### src/rtl/ucsbece154b_dcache_pkg.sv
// ucsbece154b_dcache_pkg: FSM state encoding and address-field width helpers
package ucsbece154b_dcache_pkg;
  typedef enum logic [1:0] {IDLE = 2'd0, REFILL = 2'd1, WRITE = 2'd2} state_t;
  function automatic int word_bits(input int words_per_line);
    return $clog2(words_per_line);
  endfunction
  function automatic int index_bits(input int num_lines);
    return $clog2(num_lines);
  endfunction
  function automatic int tag_bits(input int num_lines, input int words_per_line);
    return 30 - $clog2(num_lines) - $clog2(words_per_line);
  endfunction
endpackage

### src/rtl/ucsbece154b_dcache_array.sv
// ucsbece154b_dcache_array: tag/valid/data storage, combinational lookup, one synchronous write port
// Addresses are word addresses (byte address bits [31:2]).
module ucsbece154b_dcache_array
  import ucsbece154b_dcache_pkg::*;
#(
  parameter int NUM_LINES      = 16,
  parameter int WORDS_PER_LINE = 4
) (
  input  logic        clk,
  input  logic        reset,
  input  logic [29:0] i_raddr,
  output logic        o_hit,
  output logic [31:0] o_rdata,
  input  logic [29:0] i_waddr,
  input  logic        i_tag_we,
  input  logic        i_data_we,
  input  logic [31:0] i_wdata
);
  localparam int W = word_bits(WORDS_PER_LINE);
  localparam int I = index_bits(NUM_LINES);
  localparam int T = tag_bits(NUM_LINES, WORDS_PER_LINE);
  logic [NUM_LINES-1:0] r_valid;
  logic [T-1:0]         r_tag  [NUM_LINES];
  logic [31:0]          r_data [NUM_LINES][WORDS_PER_LINE];
  logic [I-1:0]         w_ridx, w_widx;
  logic [W-1:0]         w_rword, w_wword;
  assign w_ridx  = i_raddr[W +: I];
  assign w_rword = i_raddr[W-1:0];
  assign w_widx  = i_waddr[W +: I];
  assign w_wword = i_waddr[W-1:0];
  assign o_hit   = r_valid[w_ridx] && r_tag[w_ridx] == i_raddr[29 -: T];
  assign o_rdata = r_data[w_ridx][w_rword];
  always_ff @(posedge clk or negedge reset)
    if (!reset) r_valid <= '0;
    else if (i_tag_we) r_valid[w_widx] <= 1'b1;
  // Tag and data carry no reset: a line is only trusted once its valid bit is set.
  always_ff @(posedge clk) begin
    if (i_tag_we) r_tag[w_widx] <= i_waddr[29 -: T];
    if (i_data_we) r_data[w_widx][w_wword] <= i_wdata;
  end
endmodule

### src/rtl/ucsbece154b_dcache.sv
// ucsbece154b_dcache: direct-mapped, write-through, no-write-allocate data cache with refill/write FSM.
// Define DCACHE_STATS_EN to add hit_count_o/miss_count_o read-lookup counters.
module ucsbece154b_dcache
  import ucsbece154b_dcache_pkg::*;
#(
  parameter int NUM_LINES      = 16,
  parameter int WORDS_PER_LINE = 4
) (
  input  logic        clk,
  input  logic        reset,
  input  logic        MemReadM_i,
  input  logic        MemWriteM_i,
  input  logic [31:0] ALUResultM_i,
  input  logic [31:0] WriteDataM_i,
  output logic [31:0] ReadDataM_o,
  output logic        StallM_o,
  output logic        mem_req_o,
  output logic        mem_we_o,
  output logic [31:0] mem_addr_o,
  output logic [31:0] mem_wdata_o,
  input  logic        mem_ready_i,
  input  logic [31:0] mem_rdata_i
`ifdef DCACHE_STATS_EN
  ,
  output logic [31:0] hit_count_o,
  output logic [31:0] miss_count_o
`endif
);
  localparam int W = word_bits(WORDS_PER_LINE);
  state_t      r_state, w_next;
  logic [W-1:0] r_beat;
  logic        w_hit, w_tag_we, w_data_we, w_last, w_unused;
  logic [31:0] w_word;
  logic [29:0] w_waddr;
  assign w_unused = &{1'b0, ALUResultM_i[1:0]};
  assign w_last   = r_beat == W'(WORDS_PER_LINE - 1);
  // The write port and the bus share one address: the beat replaces the word select during refill.
  assign w_waddr  = r_state == REFILL ? {ALUResultM_i[31:W+2], r_beat} : ALUResultM_i[31:2];
  ucsbece154b_dcache_array #(
    .NUM_LINES(NUM_LINES),
    .WORDS_PER_LINE(WORDS_PER_LINE)
  ) u_array (
    .clk(clk),
    .reset(reset),
    .i_raddr(ALUResultM_i[31:2]),
    .o_hit(w_hit),
    .o_rdata(w_word),
    .i_waddr(w_waddr),
    .i_tag_we(w_tag_we),
    .i_data_we(w_data_we),
    .i_wdata(r_state == REFILL ? mem_rdata_i : WriteDataM_i)
  );
  assign ReadDataM_o = w_hit ? w_word : 32'd0;
  assign mem_addr_o  = mem_req_o ? {w_waddr, 2'b00} : 32'd0;
  always_comb begin
    w_next      = r_state;
    StallM_o    = 1'b0;
    mem_req_o   = 1'b0;
    mem_we_o    = 1'b0;
    mem_wdata_o = 32'd0;
    w_tag_we    = 1'b0;
    w_data_we   = 1'b0;
    case (r_state)
      IDLE: begin
        StallM_o = MemWriteM_i || (MemReadM_i && !w_hit);
        w_next   = MemWriteM_i ? WRITE : (MemReadM_i && !w_hit) ? REFILL : IDLE;
      end
      REFILL: begin
        StallM_o  = 1'b1;
        mem_req_o = 1'b1;
        w_data_we = mem_ready_i;
        w_tag_we  = mem_ready_i && w_last;
        w_next    = w_tag_we ? IDLE : REFILL;
      end
      WRITE: begin
        StallM_o    = !mem_ready_i;
        mem_req_o   = 1'b1;
        mem_we_o    = 1'b1;
        mem_wdata_o = WriteDataM_i;
        w_data_we   = mem_ready_i && w_hit;
        w_next      = mem_ready_i ? IDLE : WRITE;
      end
      default: w_next = IDLE;
    endcase
  end
  always_ff @(posedge clk or negedge reset)
    if (!reset) begin
      r_state <= IDLE;
      r_beat  <= '0;
    end else begin
      r_state <= w_next;
      r_beat  <= r_state != REFILL ? '0 : r_beat + W'(mem_ready_i);
    end
`ifdef DCACHE_STATS_EN
  logic [31:0] r_hit_cnt, r_miss_cnt;
  logic        r_refilled, w_lookup;
  assign w_lookup     = r_state == IDLE && MemReadM_i && !MemWriteM_i;
  assign hit_count_o  = r_hit_cnt;
  assign miss_count_o = r_miss_cnt;
  // The hit that follows a refill belongs to the access already counted as a miss.
  always_ff @(posedge clk or negedge reset)
    if (!reset) begin
      r_hit_cnt  <= 32'd0;
      r_miss_cnt <= 32'd0;
      r_refilled <= 1'b0;
    end else begin
      r_refilled <= w_tag_we;
      if (w_lookup && !w_hit) r_miss_cnt <= r_miss_cnt + 32'd1;
      if (w_lookup && w_hit && !r_refilled) r_hit_cnt <= r_hit_cnt + 32'd1;
    end
`endif
endmodule

### config.mk
export PLATFORM = sky130hd
export DESIGN_NAME = ucsbece154b_dcache
export DESIGN_NICKNAME = d
export VERILOG_FILES = /design/src/rtl/ucsbece154b_dcache_pkg.sv /design/src/rtl/ucsbece154b_dcache_array.sv /design/src/rtl/ucsbece154b_dcache.sv
export SDC_FILE = /design/constraint.sdc
export NUM_CORES = 2
export LEC_CHECK = 0
export CAP_MARGIN = 0
export CORE_AREA = 2 2 439 441
export CTS_BUF_LIST = sky130_fd_sc_hd__clkbuf_8
export DETAILED_ROUTE_END_ITERATION = 8
export DIE_AREA = 0 0 441 443
export PLACE_DENSITY_LB_ADDON = 0.12
export SETUP_SLACK_MARGIN = 0.1
export SLEW_MARGIN = 10
export SYNTH_ARGS = -nofsm -noshare
export SYNTH_HDL_FRONTEND = slang
export SYNTH_SLANG_ARGS = --single-unit
### constraint.sdc
create_clock -name clk -period 4.8 [get_ports clk]
set_input_delay 0.72 -clock clk [delete_from_list [all_inputs] [get_ports clk]]
set_output_delay 0.72 -clock clk [all_outputs]
set_load 0.01 [all_outputs]
==> results.py <==
metrics = {
    "setup_path": {
        "cp_max_fo": 7,
        "critPathArrivalTime_ps": 4660,
        "startpoint_type": "flip-flop",
        "end_kind": "output pin",
        "crit_type": "reg2out",
        "required_ps": 4080,
    },
    "min_path": {
        "hold_path.class": "in2async",
    },
    "drt": {
        "dr.pass1.iters": 6,
        "routed_via_density": 6.138,
        "drtAntennaViolNets": 0,
        "drt_iter0_drc": 6364,
        "routed_wl_um": 267500,
        "wl_per_cell_um": 34.99,
        "drc": 0,
        "vias": 46920,
    },
    "global_route": {
        "grt-ovfl-total": 0,
        "antenna_found_initial": 28,
        "grt_first_pass_wirelength_um": 358100,
        "grt_max_degree": 79,
        "grt_pass1_vias": 46910,
        "track_usage_pct": 26.43,
    },
    "timing": {
        "final.setup.worst_slack_ps": -575.8,
        "rsz0062_at_grt": "yes",
        "post-route-period-util_pct": 112.0,
        "fmax_mhz": 186.0,
        "worst_pin_slew_ps": 1255,
        "tns_ps": -221510,
        "fin_worst_skew_ps": 72.57,
        "max_slew_margin_pct": 16.33,
        "hold_viol": 0,
        "slew_viol_final": 0,
        "final-setup-viol-count": 2063,
        "fin_crit_ps": 5376,
    },
    "floorplan": {
        "io_pins": 200,
        "start_util_pct": 49.64,
        "die_area_um2": 195400,
        "rows": 161,
        "coreArea_um2": 191200,
        "die_w_um": 441,
        "die_y_um": 443,
    },
    "clock_tree": {
        "numCtsBuffers": 404,
        "clk_pin_slew_worst_paths_ps": 60,
        "postCtsHoldBufs": 0,
        "clk_path_buf_depth": 4,
        "clock_latency_ps": 1080,
        "cts.sinks": 2452,
        "cts_root_buffer": "clkbuf_8",
        "cts-htree-levels": 5,
        "cts_tree": "yes",
    },
    "power_and_ir_drop": {
        "power_density_nw_per_um2": 405.2,
        "ir_drop_uv": 280.2,
        "p_leak_uw": 0.03683,
    },
    "outcome": {
        "violations": "setup timing",
        "status": "complete, but fails checks",
    },
    "yosys": {
        "syn_area_um2": 94900,
        "yosysWarnings": 0,
        "synth_seq_cells": 2452,
        "synth-edff-count": 2432,
        "synth_area_leaders": "edfxtp_1 (77%), mux4_2 (18%), dfrtp_1 (0.53%)",
        "syn-instance-count": 3910,
        "synth_common_cells": "edfxtp_1 (2432), mux4_2 (769), clkbuf_1 (114)",
        "ys_seq_area_share_pct": 77.48,
        "synth.avg_cell_area_um2": 24.27,
        "async_flop_share_pct": 0.8157,
        "synth.largest_area_cell": "edfxtp_1",
        "yosys.area.top_type_share_pct": 76.95,
        "synth_cell_type_count": 61,
        "synth_most_common_cell": "edfxtp_1",
        "yosys_most_used_dff": "edfxtp_1",
    },
    "layout": {
        "layout.cells.non_filler": 7644,
        "utilization_pct": 59.91,
        "area_growth_pct": 20.68,
        "drive_above_1_share_pct": 38.44,
        "nets": 4917,
    },
    "place": {
        "gp_congestion": 0.8187,
        "place_inst": 6819,
        "io_buffer_count": 195,
        "dp_hpwl_um": 155900,
    },
    "job": {
        "maxCapViolCount": 0,
    },
}
-- per-stage QoR --
step | total power, µW | hold WS (ps) | setup slack, ps | area, µm²
6_report | 46410 | 227.0 | -575.8 | 114500
5_1_grt | 47820 | 210.2 | -737.3 | 114500
4_1_cts | 46690 | 141.3 | -648.5 | 112500
3_5_place_dp | 30210 | 449.2 | -635.4 | 104900
3_3_place_gp | 30110 | 445.0 | -612.6 | 104900
2_1_floorplan | 27600 | 424.4 | -272.5 | 95590
-- area by class of cell --
class                           instances  area (µm²)
Timing Repair Buffer                  706        9189
Sequential cell                      2452       73530
Fill cell                           13400       76640
Antenna cell                           12       30.03
Inverter                               14       60.06
Clock buffer                          416        5725
Multi-Input combinational cell       1233       21400
Tap cell                             2526        3161
Clock inverter                        285        1429
-- flip-flops by register name, summed over array words and instances (netlist names) --
| register | count |
|---|---|
| u_array.r_valid | 16 |
| u_array.r_data | 2048 |
| u_array.r_tag | 384 |
| r_beat | 2 |
| r_state | 2 |
-- cells by family after synthesis --
kind of cell	count (synthesis)	synth area share (%)
fa+ha+maj	5	0.06592
other cells	1	0.003952
flops	2452	77.48
mux	838	19.02
buf+inv	226	0.9770
xor+xnor	16	0.1477
compound gates	133	0.8715
simple gates	239	1.431
-- worst max-delay path: stages (launching register included) --
cell and delay (ps):
edfxtp_1 360, mux4_2 480, a22oi_2 200, a21oi_1 90, or4_4 570, or4b_4 600, nor4_4 380, buf_6 250
buf_6 130, buf_12 110, buf_16 120, and3_4 180, buf_6 100
-- layout by cell type (no fill, tap or decap), types with 16 or more instances in the layout --
cell / instances
buf_4: 244
dfrtp_1: 20
nor2_1: 19
and3_1: 21
nand2_1: 48
a21oi_4: 64
inv_1: 130
nor2_4: 16
buf_2: 18
and2_1: 64
buf_16: 18
clkinv_1: 102
mux4_2: 769
clkdlybuf4s50_1: 156
mux2_2: 33
buf_12: 172
clkbuf_8: 416
or2_2: 17
edfxtp_1: 2432
mux2i_1: 36
clkbuf_16: 46
buf_6: 42
clkinv_2: 46
-- worst paths after layout --
| path | start | end | slack (ps) | cells past startpoint |
|---|---|---|---|---|
| max in group asynchronous | reset | u_array.r_valid[15] | 3920 | 1 |
| min in group clk | ALUResultM_i[12] | u_array.r_tag[4][4] | 390 | 1 |
| worst max-delay path | u_array.r_tag[11][8] | ReadDataM_o[28] | -580 | 12 |
| worst min-delay path | reset | u_array.r_valid[9] | 230 | 1 |
| worst min register to register | u_array.r_valid[6] | u_array.r_valid[6] | 460 | 1 |
| worst max register to register | u_array.r_tag[11][8] | u_array.r_data[1][74] | -290 | 20 |
-- timing repair --
item,in CTS,in global routing
endpoints found under the setup margin,42,2081
pin swaps,37,30
setup buffers,23,35
gates cloned,7,47
resized for setup,196,42
-- power breakdown --
group / total, µW / switching [µW] / internal, µW
Sequential: 24800 / 18.9 / 24800
Clock: 16600 / 8090 / 8520
Combinational: 4970 / 3350 / 1630
-- per-layer routing --
layer / wire (µm) / global-route usage (%) / share of wire (%)
met1: 106000 / 37.65 / 40
met2: 133000 / 42.40 / 50
met3: 21290 / 4.239 / 8.0
met4: 7187 / 8.207 / 2.7
met5: 16 / 0 / 0.0060
Note: power is estimated with default switching activity, not from simulation.
